===== src/rtl/alu_pipe_n_if.sv =====
// Request/result bundle for alu_pipe_n: valid/ready handshake on both sides
// plus operands, result and flags. The ALU uses the slave modport.
interface alu_pipe_n_if #(
  parameter int WIDTH = 8
);
  logic             in_valid;
  logic             in_ready;
  logic [3:0]       opcode;
  logic [WIDTH-1:0] a;
  logic [WIDTH-1:0] b;
  logic             cin;
  logic             out_valid;
  logic             out_ready;
  logic [WIDTH-1:0] res;
  logic [WIDTH-1:0] res_hi;
  logic             cout;
  logic             zero;
  logic             sign;
  logic             overflow;
  logic             illegal;
  logic             busy;

  modport master (
    output in_valid, opcode, a, b, cin, out_ready,
    input  in_ready, out_valid, res, res_hi, cout, zero, sign, overflow, illegal, busy
  );

  modport slave (
    input  in_valid, opcode, a, b, cin, out_ready,
    output in_ready, out_valid, res, res_hi, cout, zero, sign, overflow, illegal, busy
  );
endinterface


===== src/rtl/alu_pipe_n.sv =====
// Registered WIDTH-generic ALU with valid/ready handshakes, shifts and an
// iterative shift-add unsigned multiplier; results hold until consumed.
module alu_pipe_n #(
  parameter int WIDTH = 8
) (
  input  logic         clk,
  input  logic         rst_n,
  alu_pipe_n_if.slave  bus
);
  localparam int SHAMT_W = $clog2(WIDTH);
  localparam int MSB     = WIDTH - 1;

  typedef enum logic [1:0] {IDLE, BUSY, DONE} state_e;
  typedef enum logic [3:0] {
    OP_ADD = 4'd0, OP_SUB = 4'd1, OP_AND = 4'd2, OP_OR  = 4'd3,
    OP_XOR = 4'd4, OP_NOT = 4'd5, OP_INC = 4'd6, OP_DEC = 4'd7,
    OP_SHL = 4'd8, OP_SHR = 4'd9, OP_SAR = 4'd10, OP_MUL = 4'd11
  } op_e;

  state_e state, state_next;

  logic [WIDTH-1:0] op_a, op_b;
  logic             hs, is_mul, last_iter;

  assign op_a   = bus.a;
  assign op_b   = bus.b;
  assign is_mul = (bus.opcode == OP_MUL);

  assign bus.in_ready  = (state == IDLE) | ((state == DONE) & bus.out_ready);
  assign hs            = bus.in_valid & bus.in_ready;
  assign bus.out_valid = (state == DONE);
  assign bus.busy      = (state == BUSY);

  // Single-cycle result path, registered on handshake.
  logic [WIDTH-1:0]        s_res;
  logic                    s_cout, s_ovf, s_ill;
  logic [WIDTH:0]          wide;
  logic signed [WIDTH:0]   sar_tmp;
  logic [SHAMT_W-1:0]      sh;

  // NOTE: every always_comb output gets a default before the case so no path
  // leaves it unassigned, which would otherwise infer a latch.
  always_comb begin
    s_res   = '0;
    s_cout  = 1'b0;
    s_ovf   = 1'b0;
    s_ill   = 1'b0;
    wide    = '0;
    sar_tmp = '0;
    sh      = op_b[SHAMT_W-1:0];
    case (bus.opcode)
      OP_ADD: begin
        wide   = {1'b0, op_a} + {1'b0, op_b} + (WIDTH+1)'(bus.cin);
        s_res  = wide[MSB:0];
        s_cout = wide[WIDTH];
        s_ovf  = (op_a[MSB] == op_b[MSB]) & (s_res[MSB] != op_a[MSB]);
      end
      OP_SUB: begin
        wide   = {1'b0, op_a} - {1'b0, op_b} - (WIDTH+1)'(bus.cin);
        s_res  = wide[MSB:0];
        s_cout = wide[WIDTH];
        s_ovf  = (op_a[MSB] != op_b[MSB]) & (s_res[MSB] != op_a[MSB]);
      end
      OP_AND: s_res = op_a & op_b;
      OP_OR:  s_res = op_a | op_b;
      OP_XOR: s_res = op_a ^ op_b;
      OP_NOT: s_res = ~op_a;
      OP_INC: begin
        wide   = {1'b0, op_a} + (WIDTH+1)'(1);
        s_res  = wide[MSB:0];
        s_cout = wide[WIDTH];
        s_ovf  = ~op_a[MSB] & s_res[MSB];
      end
      OP_DEC: begin
        wide   = {1'b0, op_a} - (WIDTH+1)'(1);
        s_res  = wide[MSB:0];
        s_cout = wide[WIDTH];
        s_ovf  = op_a[MSB] & ~s_res[MSB];
      end
      // Shifts run on a one-bit-extended word so the extra bit is the last
      // bit shifted out (and stays 0 for a shift of zero).
      OP_SHL: begin
        wide   = {1'b0, op_a} << sh;
        s_res  = wide[MSB:0];
        s_cout = wide[WIDTH];
      end
      OP_SHR: begin
        wide   = {op_a, 1'b0} >> sh;
        s_res  = wide[WIDTH:1];
        s_cout = wide[0];
      end
      OP_SAR: begin
        sar_tmp = $signed({op_a, 1'b0}) >>> sh;
        s_res   = sar_tmp[WIDTH:1];
        s_cout  = sar_tmp[0];
      end
      OP_MUL: ;
      default: s_ill = 1'b1;
    endcase
  end

  // Shift-add multiplier state.
  logic [2*WIDTH-1:0] mcand, prod, prod_next;
  logic [WIDTH-1:0]   mplier;
  logic [SHAMT_W-1:0] cnt;

  assign prod_next = prod + (mplier[0] ? mcand : '0);
  assign last_iter = (cnt == SHAMT_W'(WIDTH - 1));

  // NOTE: sequential state uses non-blocking assignments so every register
  // samples the pre-edge values regardless of statement order.
  always_ff @(posedge clk or negedge rst_n) begin
    if (!rst_n) state <= IDLE;
    else        state <= state_next;
  end

  always_comb begin
    state_next = state;
    case (state)
      IDLE:    if (hs) state_next = is_mul ? BUSY : DONE;
      BUSY:    if (last_iter) state_next = DONE;
      DONE: begin
        if (hs)                 state_next = is_mul ? BUSY : DONE;
        else if (bus.out_ready) state_next = IDLE;
      end
      default: state_next = IDLE;
    endcase
  end

  logic [WIDTH-1:0] res_q, res_hi_q;
  logic             cout_q, zero_q, sign_q, ovf_q, ill_q;

  always_ff @(posedge clk or negedge rst_n) begin
    if (!rst_n) begin
      res_q    <= '0;
      res_hi_q <= '0;
      cout_q   <= 1'b0;
      zero_q   <= 1'b0;
      sign_q   <= 1'b0;
      ovf_q    <= 1'b0;
      ill_q    <= 1'b0;
      mcand    <= '0;
      mplier   <= '0;
      prod     <= '0;
      cnt      <= '0;
    end else if (hs) begin
      if (is_mul) begin
        mcand  <= {{WIDTH{1'b0}}, op_a};
        mplier <= op_b;
        prod   <= '0;
        cnt    <= '0;
      end else begin
        res_q    <= s_res;
        res_hi_q <= '0;
        cout_q   <= s_cout;
        zero_q   <= (s_res == '0);
        sign_q   <= s_res[MSB];
        ovf_q    <= s_ovf;
        ill_q    <= s_ill;
      end
    end else if (state == BUSY) begin
      prod   <= prod_next;
      mcand  <= mcand << 1;
      mplier <= mplier >> 1;
      cnt    <= cnt + SHAMT_W'(1);
      // The final partial product goes straight to the outputs.
      if (last_iter) begin
        res_q    <= prod_next[MSB:0];
        res_hi_q <= prod_next[2*WIDTH-1:WIDTH];
        cout_q   <= 1'b0;
        zero_q   <= (prod_next == '0);
        sign_q   <= prod_next[MSB];
        ovf_q    <= |prod_next[2*WIDTH-1:WIDTH];
        ill_q    <= 1'b0;
      end
    end
  end

  assign bus.res      = res_q;
  assign bus.res_hi   = res_hi_q;
  assign bus.cout     = cout_q;
  assign bus.zero     = zero_q;
  assign bus.sign     = sign_q;
  assign bus.overflow = ovf_q;
  assign bus.illegal  = ill_q;
endmodule


===== src/flat_wrapper.sv =====
// flat-port wrapper written by rule: the top's interface ports become plain ports
module alu_pipe_n_flat 
#(
  parameter int WIDTH = 8
)
  (clk, rst_n, bus_in_valid, bus_opcode, bus_a, bus_b, bus_cin, bus_out_ready, bus_in_ready, bus_out_valid, bus_res, bus_res_hi, bus_cout, bus_zero, bus_sign, bus_overflow, bus_illegal, bus_busy);
  alu_pipe_n_if #(.WIDTH(WIDTH)) bus_i ();
  input  logic clk;
  input  logic rst_n;
  input wire logic [$bits(bus_i.in_valid)-1:0] bus_in_valid;
  input wire logic [$bits(bus_i.opcode)-1:0] bus_opcode;
  input wire logic [$bits(bus_i.a)-1:0] bus_a;
  input wire logic [$bits(bus_i.b)-1:0] bus_b;
  input wire logic [$bits(bus_i.cin)-1:0] bus_cin;
  input wire logic [$bits(bus_i.out_ready)-1:0] bus_out_ready;
  output wire logic [$bits(bus_i.in_ready)-1:0] bus_in_ready;
  output wire logic [$bits(bus_i.out_valid)-1:0] bus_out_valid;
  output wire logic [$bits(bus_i.res)-1:0] bus_res;
  output wire logic [$bits(bus_i.res_hi)-1:0] bus_res_hi;
  output wire logic [$bits(bus_i.cout)-1:0] bus_cout;
  output wire logic [$bits(bus_i.zero)-1:0] bus_zero;
  output wire logic [$bits(bus_i.sign)-1:0] bus_sign;
  output wire logic [$bits(bus_i.overflow)-1:0] bus_overflow;
  output wire logic [$bits(bus_i.illegal)-1:0] bus_illegal;
  output wire logic [$bits(bus_i.busy)-1:0] bus_busy;
  assign bus_i.in_valid = bus_in_valid;
  assign bus_i.opcode = bus_opcode;
  assign bus_i.a = bus_a;
  assign bus_i.b = bus_b;
  assign bus_i.cin = bus_cin;
  assign bus_i.out_ready = bus_out_ready;
  assign bus_in_ready = bus_i.in_ready;
  assign bus_out_valid = bus_i.out_valid;
  assign bus_res = bus_i.res;
  assign bus_res_hi = bus_i.res_hi;
  assign bus_cout = bus_i.cout;
  assign bus_zero = bus_i.zero;
  assign bus_sign = bus_i.sign;
  assign bus_overflow = bus_i.overflow;
  assign bus_illegal = bus_i.illegal;
  assign bus_busy = bus_i.busy;
  alu_pipe_n #(.WIDTH(WIDTH)) u_core (.clk(clk), .rst_n(rst_n), .bus(bus_i));
endmodule

===== config.mk =====
export PLATFORM = sky130hd
export DESIGN_NAME = alu_pipe_n_flat
export DESIGN_NICKNAME = d
export VERILOG_FILES = /design/src/rtl/alu_pipe_n_if.sv /design/src/rtl/alu_pipe_n.sv /design/src/flat_wrapper.sv
export SDC_FILE = /design/constraint.sdc
export NUM_CORES = 1
export LEC_CHECK = 0
export CORE_ASPECT_RATIO = 1.1
export CORE_MARGIN = 1.5
export CORE_UTILIZATION = 40
export DETAILED_ROUTE_END_ITERATION = 10
export SETUP_SLACK_MARGIN = 0.2
export SLEW_MARGIN = 20
export SYNTH_ARGS = -nofsm -noshare
export SYNTH_HDL_FRONTEND = slang
export SYNTH_SLANG_ARGS = --single-unit

===== constraint.sdc =====
create_clock -name clk -period 5.6 [get_ports clk]
set_input_delay 1.12 -clock clk [delete_from_list [all_inputs] [get_ports clk]]
set_output_delay 1.12 -clock clk [all_outputs]
set_load 0.005 [all_outputs]

==> flow_summary.json <==
{
  "status": "completed",
  "port_buffers": 48,
  "syn_area_sq_um": 6110,
  "viasPerCell": 5.99,
  "postCtsSetupBuffers": 0,
  "nFillCells": 1501,
  "multi_input_area_sq_um": 4140,
  "rr_startpoint": "u_core.mplier[0]$_DFFE_PN0P_",
  "power.leakage_nw": 3.10,
  "coreArea_sq_um": 15000,
  "antenna_found_initial": 0,
  "critPathLaunchType": "input pin",
  "ir_worst_vdd_uv": 136,
  "hpwlAfterDp_um": 15200,
  "p_sw_frac": 0.416,
  "cts_root_buffer": "clkbuf_16",
  "final_cell_mix": "nand2_1, dfrtp_1, ha_1",
  "seq_power_share": 0.289,
  "layout.nets": 874,
  "grt_pass1_wl_um": 30900,
  "final.setup.tns_ns": 0,
  "p_int_mw": 1.57,
  "power_frac_comb": 0.511,
  "routabilityCongestion": 0.960,
  "slew_violations": 0,
  "grt_overflow": 0,
  "worstMarginPinSlew_ns": 1.02,
  "synth_cells": 757,
  "grt_max_degree": 66,
  "ys_warn_count": 0,
  "die-area_sq_um": 16000,
  "mostFrequentLayoutCell": "nand2_1",
  "async_flop_share": 1.00,
  "drt_iter0_drc": 567,
  "cts_tree": "built",
  "end_kind": "flop",
  "fin_worst_skew_ns": 0.00562,
  "ctsResizeCount": 0,
  "drive_above_1_share": 0.0816,
  "synth_nets": 839,
  "ant_nets": 0,
  "clock_latency_ns": 0.33,
  "routed_wl_um": 19700,
  "hold_viol_final": 0,
  "synth_edf_count": 0,
  "path_clk_slew_ns": 0.05,
  "syn_avg_cell_area_sq_um": 8.08,
  "reg2reg_slack_ns": 1.89,
  "ys_types": 79,
  "initial_core_util": 0.408,
  "fmax_mhz": 225,
  "cp_max_fo": 13,
  "drc": 0,
  "crit_path_end": "u_core.bus.zero$_DFFE_PN0P_",
  "fp.dieH_um": 133,
  "hold_class": "flop to flop",
  "path_class": "input pin to flop",
  "yosysSeqAreaShare": 0.266,
  "avgRoutedWirePerCell_um": 19.8,
  "finalSetupViolCount": 0,
  "numCtsBuffers": 9,
  "hold_buffers": 0,
  "crit_start": "bus_a[0]",
  "rsz0062_at_grt": "false",
  "power_density_nw_per_um2": 378,
  "htree_levels": 3,
  "clockPowerShare": 0.200,
  "arrival_ns": 4.70,
  "worstPathRequired_ns": 5.85,
  "cts.sinks": 65,
  "fin_crit_ns": 4.45,
  "die_x_um": 121,
  "fin_crit_sh": 0.794,
  "first_pass_iters": 5,
  "worstRegToRegCells": 12,
  "yosys_most_used_dff": "dfrtp_1",
  "max_slew_margin": 0.300,
  "areaGrowthSynthToFinish_pct": 16.3,
  "register_area_sq_um": 1630,
  "cap_violations": 0,
  "whs_ns": 0.480,
  "ios": 49,
  "rows": 47,
  "gr-usage-all-layers": 0.245,
  "rr_endpoint": "u_core.bus.overflow$_DFFE_PN0P_",
  "cts_max_path_buffers": 2,
  "n_antenna_cell": 0,
  "synth_seq_cells": 65,
  "p_sw_mw": 1.12,
  "first_global_vias": 5700,
  "vias": 5946
}
## area by class of cell
cell class / instances / share of cell area
Sequential cell: 65 / 0.229
Clock inverter: 2 / 0.00141
Tap cell: 196 / 0.0345
Clock buffer: 14 / 0.0400
Multi-Input combinational cell: 606 / 0.582
Timing Repair Buffer: 73 / 0.0933
Inverter: 37 / 0.0195
## sequential cells by signal, indices dropped and copies added, names as in the netlist
name                 flops
u_core.bus.overflow      1
u_core.bus.res           8
u_core.bus.illegal       1
u_core.mcand            16
u_core.cnt               3
u_core.bus.cout          1
u_core.prod             16
u_core.bus.res_hi        8
u_core.bus.zero          1
u_core.mplier            8
u_core.state             2
## synthesized netlist by cell type (all sizes together) (19+ instances only)
cell    count  area, sq um
a21oi      36          191
nor2       48          180
ha         52          651
xnor2      19          166
dfrtp      65         1630
nor3       21          110
a31oi      20          125
inv        37          139
clkbuf     31          118
nand2     106          398
and2       22          138
o21ai      52          260
## critical path, cell delays in order
cell and delay, ns:
clkdlybuf4s50_1 0.66, fa_1 0.65, inv_1 0.06, ha_1 0.16
o21ai_0 0.26, nand2_1 0.11, xnor2_1 0.15, o22ai_1 0.09
a2111oi_0 0.87, and4b_1 0.33, a41oi_1 0.12, o21ai_1 0.11
## worst min path at each step
stage,cells after the start,to,slack [ns],start
after floorplan,2,u_core.prod[10]$_DFFE_PN0P_,0.46,u_core.prod[10]$_DFFE_PN0P_
after global placement,2,u_core.bus.res[4]$_DFFE_PN0P_,0.46,u_core.bus.res[4]$_DFFE_PN0P_
after detailed placement,2,u_core.bus.res[2]$_DFFE_PN0P_,0.47,u_core.bus.res[2]$_DFFE_PN0P_
after CTS,2,u_core.bus.res[4]$_DFFE_PN0P_,0.49,u_core.bus.res[4]$_DFFE_PN0P_
after global routing,2,u_core.bus.res[4]$_DFFE_PN0P_,0.51,u_core.bus.res[4]$_DFFE_PN0P_
final,2,u_core.bus.res[4]$_DFFE_PN0P_,0.48,u_core.bus.res[4]$_DFFE_PN0P_
## power groups by stage
stage | registers [mW] | logic, mW | clock network (mW)
finish | 0.777 | 1.37 | 0.538
global route | 0.801 | 1.53 | 0.571
CTS | 0.777 | 1.37 | 0.548
detailed placement | 0.783 | 1.36 | 0
global placement | 0.774 | 1.33 | 0
floorplan | 0.737 | 0.986 | 0
## metal layers
metal / up-vias / part of all wire / GRT usage
met2: 248 / 0.49 / 0.419
li1: 2810 / - / -
met4: 0 / 0.045 / 0.116
met3: 61 / 0.056 / 0.0375
met5: - / 0 / 0
met1: 2827 / 0.41 / 0.302
## kinds of logic after synthesis
group / count (synthesis) / share of synthesized area
buffers and inverters: 86 / 0.0577
xor gates and xnor gates: 29 / 0.0415
and+or+nand+nor: 280 / 0.226
adders and majority gates: 57 / 0.123
DFF: 65 / 0.266
AOI/OAI and AO/OA: 217 / 0.243
muxes: 23 / 0.0430
## metrics by stage
stage / cells / util / worst slack (ns) / power [mW] / area, sq um
2_1_floorplan: 757 / - / 1.75 / 1.72 / 6110
3_3_place_gp: 977 / 0.454 / 0.964 / 2.10 / 6810
3_5_place_dp: 977 / 0.454 / 0.882 / 2.14 / 6810
4_1_cts: 993 / 0.474 / 1.22 / 2.69 / 7110
5_1_grt: 993 / 0.474 / 0.890 / 2.90 / 7110
6_report: 993 / 0.474 / 1.15 / 2.69 / 7110
Note: power is estimated with default switching activity, not from simulation.
